File: src/rtl/tour_pkg.sv
// tour_pkg: shared types and defaults for the tour-length evaluator.
//   state_t    - controller states (IDLE, CHECK, ISSUE, DRAIN, DONE)
//   *_DEF      - default parameter values for the evaluator
//   pack_addr  - forms the distance-ROM address {city_a, city_b}
package tour_pkg;

    localparam int N_GENES_DEF = 15;
    localparam int GENE_W_DEF  = 10;
    localparam int CITY_W_DEF  = 4;
    localparam int DIST_W_DEF  = 10;
    localparam int SUM_W_DEF   = 12;
    localparam int ROM_LAT_DEF = 1;

    typedef enum logic [2:0] {
        IDLE  = 3'd0,
        CHECK = 3'd1,
        ISSUE = 3'd2,
        DRAIN = 3'd3,
        DONE  = 3'd4
    } state_t;

    // City a lands in the upper city_w bits, city b in the lower ones.
    // Works for city indices up to 16 bits wide; callers truncate to 2*city_w.
    function automatic logic [31:0] pack_addr(input logic [15:0] a,
                                              input logic [15:0] b,
                                              input int          city_w);
        pack_addr = (32'(a) << city_w) | 32'(b);
    endfunction

endpackage

File: src/rtl/tour_distance_acc_sat_accum.sv
// sat_accum: saturating accumulator with sticky overflow.
//   clk, rst_n - clock, asynchronous active-low reset
//   clr        - synchronous clear of sum and ovf (wins over en)
//   en         - add din to sum this cycle
//   din        - addend, DIST_W bits
//   sum        - running total, clamps at all-ones
//   ovf        - set once the total has clamped; stays set until clr
module sat_accum
    import tour_pkg::*;
#(
    parameter int DIST_W = DIST_W_DEF,
    parameter int SUM_W  = SUM_W_DEF
) (
    input  logic              clk,
    input  logic              rst_n,
    input  logic              clr,
    input  logic              en,
    input  logic [DIST_W-1:0] din,
    output logic [SUM_W-1:0]  sum,
    output logic              ovf
);

    // One extra bit catches the carry out of the SUM_W range.
    logic [SUM_W:0] wide;
    assign wide = {1'b0, sum} + (SUM_W+1)'(din);

    always_ff @(posedge clk or negedge rst_n) begin
        if (!rst_n) begin
            sum <= '0;
            ovf <= 1'b0;
        end else if (clr) begin
            sum <= '0;
            ovf <= 1'b0;
        end else if (en) begin
            if (wide[SUM_W]) begin
                // Once clamped, any further add carries out again, so the sum stays pinned.
                sum <= '1;
                ovf <= 1'b1;
            end else begin
                sum <= wide[SUM_W-1:0];
            end
        end
    end

endmodule

File: src/rtl/tour_distance_acc.sv
// tour_distance_acc: sums the leg lengths of one chromosome (tour) by
// walking consecutive city pairs through an external pipelined distance ROM.
//   clk, rst_n  - clock, asynchronous active-low reset
//   start       - request; taken only when busy is low
//   closed_tour - sampled with start; 1 adds the return leg last->first
//   in          - packed chromosome, slot i = in[i*GENE_W +: GENE_W]
//   rom_en      - ROM read strobe, one leg per cycle
//   rom_addr    - {city_a, city_b}
//   rom_data    - leg length, valid ROM_LAT cycles after rom_en
//   out         - tour length, held from done until the next accepted start
//   done        - one-cycle completion pulse
//   busy        - high from the cycle after an accepted start through done
//   ovf, err    - saturation / invalid-gene flags, valid with done
//   dout_debug  - last leg length accumulated
//
// Handshake: start is a request with busy as its inverted ready. A start seen
// while busy is high is dropped without any effect; there is no queueing.
module tour_distance_acc
    import tour_pkg::*;
#(
    parameter int N_GENES = N_GENES_DEF,
    parameter int GENE_W  = GENE_W_DEF,
    parameter int CITY_W  = CITY_W_DEF,
    parameter int DIST_W  = DIST_W_DEF,
    parameter int SUM_W   = SUM_W_DEF,
    parameter int ROM_LAT = ROM_LAT_DEF
) (
    input  logic                      clk,
    input  logic                      rst_n,
    input  logic                      start,
    input  logic                      closed_tour,
    input  logic [N_GENES*GENE_W-1:0] in,
    output logic                      rom_en,
    output logic [2*CITY_W-1:0]       rom_addr,
    input  logic [DIST_W-1:0]         rom_data,
    output logic [SUM_W-1:0]          out,
    output logic                      done,
    output logic                      busy,
    output logic                      ovf,
    output logic                      err,
    output logic [DIST_W-1:0]         dout_debug
);

    localparam int CNT_W = $clog2(N_GENES + 1);

    state_t            state, state_nx;
    logic [GENE_W-1:0] genes [N_GENES];
    logic              closed_q;
    logic [CNT_W-1:0]  legs, issue_cnt, ret_cnt;
    logic [ROM_LAT-1:0] vpipe;
    logic              start_ok, gene_bad, last_issue, ret_vld;
    logic [CITY_W-1:0] city_a, city_b;
    logic [SUM_W-1:0]  acc;
    logic              acc_ovf;

    assign start_ok   = (state == IDLE) && start;
    assign legs       = closed_q ? CNT_W'(N_GENES) : CNT_W'(N_GENES - 1);
    assign last_issue = (issue_cnt == legs - 1'b1);
    // Oldest stage of the valid pipe marks the cycle rom_data belongs to us.
    assign ret_vld    = vpipe[ROM_LAT-1];

    assign busy   = (state != IDLE);
    assign done   = (state == DONE);
    assign rom_en = (state == ISSUE);
    assign rom_addr = rom_en ? (2*CITY_W)'(pack_addr(16'(city_a), 16'(city_b), CITY_W))
                             : '0;

    // Validity uses the full gene slot, not just the city-index bits.
    always_comb begin
        gene_bad = 1'b0;
        for (int i = 0; i < N_GENES; i++) begin
            if ({1'b0, genes[i]} >= (GENE_W+1)'(N_GENES)) gene_bad = 1'b1;
        end
    end

    // Leg k pairs slot k with slot k+1; the closing leg wraps to slot 0.
    always_comb begin
        city_a = '0;
        city_b = '0;
        for (int i = 0; i < N_GENES; i++) begin
            if (issue_cnt == CNT_W'(i)) begin
                city_a = genes[i][CITY_W-1:0];
                city_b = genes[(i + 1) % N_GENES][CITY_W-1:0];
            end
        end
    end

    always_comb begin
        state_nx = state;
        case (state)
            IDLE:    if (start) state_nx = CHECK;
            CHECK:   state_nx = gene_bad ? DONE : ISSUE;
            ISSUE:   if (last_issue) state_nx = DRAIN;
            DRAIN:   if (ret_cnt == legs) state_nx = DONE;
            DONE:    state_nx = IDLE;
            default: state_nx = IDLE;
        endcase
    end

    always_ff @(posedge clk or negedge rst_n) begin
        if (!rst_n) begin
            state      <= IDLE;
            closed_q   <= 1'b0;
            issue_cnt  <= '0;
            ret_cnt    <= '0;
            vpipe      <= '0;
            err        <= 1'b0;
            ovf        <= 1'b0;
            out        <= '0;
            dout_debug <= '0;
            for (int i = 0; i < N_GENES; i++) genes[i] <= '0;
        end else begin
            state <= state_nx;
            vpipe <= (vpipe << 1) | ROM_LAT'(rom_en);

            if (start_ok) begin
                for (int i = 0; i < N_GENES; i++) genes[i] <= in[i*GENE_W +: GENE_W];
                closed_q  <= closed_tour;
                issue_cnt <= '0;
                ret_cnt   <= '0;
                err       <= 1'b0;
                ovf       <= 1'b0;
                out       <= '0;
            end

            if (state == CHECK && gene_bad) err <= 1'b1;
            if (state == ISSUE) issue_cnt <= issue_cnt + 1'b1;

            if (ret_vld) begin
                ret_cnt    <= ret_cnt + 1'b1;
                dout_debug <= rom_data;
            end

            // Publish results as DONE is entered so they are valid with done.
            if (state != DONE && state_nx == DONE) begin
                out <= acc;
                ovf <= acc_ovf;
            end
        end
    end

    sat_accum #(
        .DIST_W (DIST_W),
        .SUM_W  (SUM_W)
    ) u_acc (
        .clk   (clk),
        .rst_n (rst_n),
        .clr   (start_ok),
        .en    (ret_vld),
        .din   (rom_data),
        .sum   (acc),
        .ovf   (acc_ovf)
    );

endmodule

File: config.mk
export PLATFORM = sky130hd
export DESIGN_NAME = tour_distance_acc
export DESIGN_NICKNAME = d
export VERILOG_FILES = /design/src/rtl/tour_pkg.sv /design/src/rtl/tour_distance_acc_sat_accum.sv /design/src/rtl/tour_distance_acc.sv
export SDC_FILE = /design/constraint.sdc
export NUM_CORES = 1
export LEC_CHECK = 0
export BUFFER_PORTS_ARGS = -buffer_cell sky130_fd_sc_hd__clkbuf_2
export CORE_MARGIN = 2
export CORE_UTILIZATION = 50
export CTS_BUF_LIST = sky130_fd_sc_hd__clkbuf_8
export CTS_CLUSTER_SIZE = 12
export DETAILED_ROUTE_END_ITERATION = 8
export MAX_ROUTING_LAYER = met4
export PLACE_DENSITY = 0.74
export SLEW_MARGIN = 0
export SYNTH_ARGS = -nofsm -noshare
export SYNTH_HDL_FRONTEND = slang
export SYNTH_SLANG_ARGS = --single-unit
export TNS_END_PERCENT = 100
File: constraint.sdc
create_clock -name clk -period 2.38 [get_ports clk]
set_input_delay 0.238 -clock clk [delete_from_list [all_inputs] [get_ports clk]]
set_output_delay 0.238 -clock clk [all_outputs]
set_load 0.02 [all_outputs]
==> results.yml <==
run_status:
  status: "finished, violations left"
  violations: "negative setup slack"
clock_network:
  cts_buffer_depth: 2
  path_clk_slew_ns: 0.11
  clk_latency_ns: 0.50
  clk_root_buffer_cell: "clkbuf_8"
  cts_sinks: 200
  cts_tree: "built"
  numCtsBuffers: 17
  cts_max_level: 4
timing:
  slew_viol_final: 0
  relSlewSlack: 0.573
  min_period_ns: 2.83
  clock.fmax_mhz: 353
  hold_violations: 0
  skew_ns: 0.0271
  rsz0062_at_grt: "true"
  setup_ws_ns: -0.454
  tightestPinTransition_ns: 0.640
  finalSetupViolations: 8
  fin_crit_sh: 1.19
place:
  dpl_cell_area_um2: 11300
  numPortBuffers: 198
  dp_cells: 1613
  pre_cts_slack_ns: -0.118
  place.gp.congestion: 0.951
  detailed_place_hpwl_um: 19800
routing:
  routed_via_density: 5.45
  via_count: 9989
  wl_per_cell_um: 17.8
  drc_errors: 0
  routed_wirelength_um: 32700
  drtIter0Drc: 791
  drtAntennaViolNets: 0
  dr.pass1.iters: 5
job:
  drv_cap: 0
worst_setup_path:
  worstSetupPathType: "reg -> out"
  required_ns: 2.14
  rrSetupSlack_ns: 0.04
  crit_path_end_kind: "output pin"
  cp_max_fo: 7
  cp.arrival_ns: 2.60
  start_kind: "register"
synthesis:
  syn_inst: 1173
  ys_ff_latch: 200
  synth_area_leaders: "dfrtp_1, nand2_1, a21oi_1, o21ai_0, ha_1"
  yosys.area.top_type: "dfrtp_1"
  netlist_area_um2: 9770
  synth.top_cell.area_share: 0.512
  synth_nets: 1353
  synth.distinct_cells: 52
  yosysSeqAreaShare: 0.512
  yosys_warnings: 0
  synth_edf_count: 0
  synth_ff_type: "dfrtp_1"
  avgSynthCellArea_um2: 8.33
  async_reset_ff_frac: 1.00
floorplan:
  ios: 199
  die_h_um: 144
  die_width_um: 144
  initial_utilization: 0.506
  core_um2: 19300
  die_area_um2: 20700
  num_rows: 51
power:
  powerDensity_nw_per_um2: 623
  ir_drop_v: 0.000399
  p_leak_nw: 6.88
final_layout:
  design_area_um2: 14000
  syn_to_final_growth_pct: 43.3
  finalNonFillerCells: 1832
  fin_nets: 1732
  final_cell_mix: "nand2_1, dfrtp_1, clkbuf_2"
  drive_gt1_frac: 0.238
  final_common_cell: "nand2_1"
  final_util: 0.724
grt:
  antenna_found_initial: 1
  overflow: 0
  grt_max_degree: 83
  track_usage: 0.326
  grt_pass1_wl_um: 50600
  grt_pass1_vias: 9883
min_path:
  hp-class: "in -> reg"
## worst max-delay path, stage by stage (launching register included)
cell      delay (ns)
dfrtp_2         0.44
buf_6           0.14
ha_4            0.21
buf_8           0.15
nor2_1          0.23
buf_4           0.16
nand2_1         0.05
a22o_1          0.18
a21oi_1         0.27
a21oi_2         0.12
clkbuf_8        0.16
## layout make-up
class,count,area [um2]
clock buffer,17,234
sequential,200,5010
multi-input combinational,861,4650
antenna,2,5.00
clock inverter,15,198
fill,1381,5330
inverter,41,156
tap,265,332
timing repair buffer,431,3420
## flip-flops by register name, summed over array words and instances, names as in the netlist
| name | flops |
|---|---|
| closed_q | 1 |
| dout_debug | 10 |
| err | 1 |
| genes | 150 |
| issue_cnt | 4 |
| out | 12 |
| ovf | 1 |
| ret_cnt | 4 |
| ret_vld | 1 |
| state | 3 |
| u_acc.ovf | 1 |
| u_acc.sum | 12 |
## where the power goes
part	switching (W)	internal [W]	leakage, nW	total (W)
combinational	0.00103	0.000805	4.13	0.00183
clock	0.00145	0.000824	0.209	0.00228
sequential	0.000608	0.00401	2.54	0.00462
total	0.00309	0.00564	6.88	0.00873
## metal layers
metal,share of wire,GRT usage
met1,0.41,0.423
met2,0.49,0.513
met3,0.067,0.0696
met4,0.033,0.113
met5,0,-
## synthesized netlist by cell type (all sizes together), types with 11 or more instances
cell type,count
a221oi,14
inv,41
nand2,497
a21oi,62
o21ai,58
nand4,26
ha,15
nor4,25
dfrtp,200
buf,24
nand3,16
clkbuf,47
mux2i,16
o211ai,11
nor2,20
## stage by stage
step	hold WS [ns]	setup TNS, ns	total power [W]
floorplan	-0.0576	0	0.00541
global placement	0.242	-0.943	0.00609
detailed placement	0.234	-2.07	0.00612
CTS	0.00583	-2.69	0.00863
global route	0.0114	-3.93	0.00921
finish	0.0292	-3.09	0.00873
## what timing repair did
| item | CTS | global route |
|---|---|---|
| gates cloned | 0 | 1 |
| endpoints found under the hold margin | 215 | 0 |
| setup endpoints to repair | 24 | 28 |
| buffers inserted | 8 | 16 |
| pin swaps | 13 | 32 |
| resized for setup | 60 | 53 |
| hold buffers | 160 | 0 |
## cells by family after synthesis
kind of cell / after synthesis / synth area share
AO/OA/AOI/OAI: 195 / 0.123
AND/OR/NAND/NOR: 616 / 0.262
adder cells (fa/ha/maj): 16 / 0.0212
flip-flops: 200 / 0.512
multiplexers: 26 / 0.0279
XOR/XNOR: 8 / 0.00717
buffers and inverters: 112 / 0.0476
## worst paths after layout
| kind | startpoint | end | cells after the start |
|---|---|---|---|
| min reg2reg | genes[24]$_DFFE_PN0P_ | genes[24]$_DFFE_PN0P_ | 2 |
| min in group asynchronous | rst_n | genes[65]$_DFFE_PN0P_ | 2 |
| min | rom_data[9] | dout_debug[9]$_DFFE_PN0P_ | 2 |
| max | issue_cnt[1]$_DFFE_PN0P_ | rom_addr[0] | 10 |
| max in group asynchronous | rst_n | genes[125]$_DFFE_PN0P_ | 3 |
| max reg2reg | genes[147]$_DFFE_PN0P_ | state[1]$_DFF_PN0_ | 8 |
No activity file was read; power rests on OpenSTA's default activity.
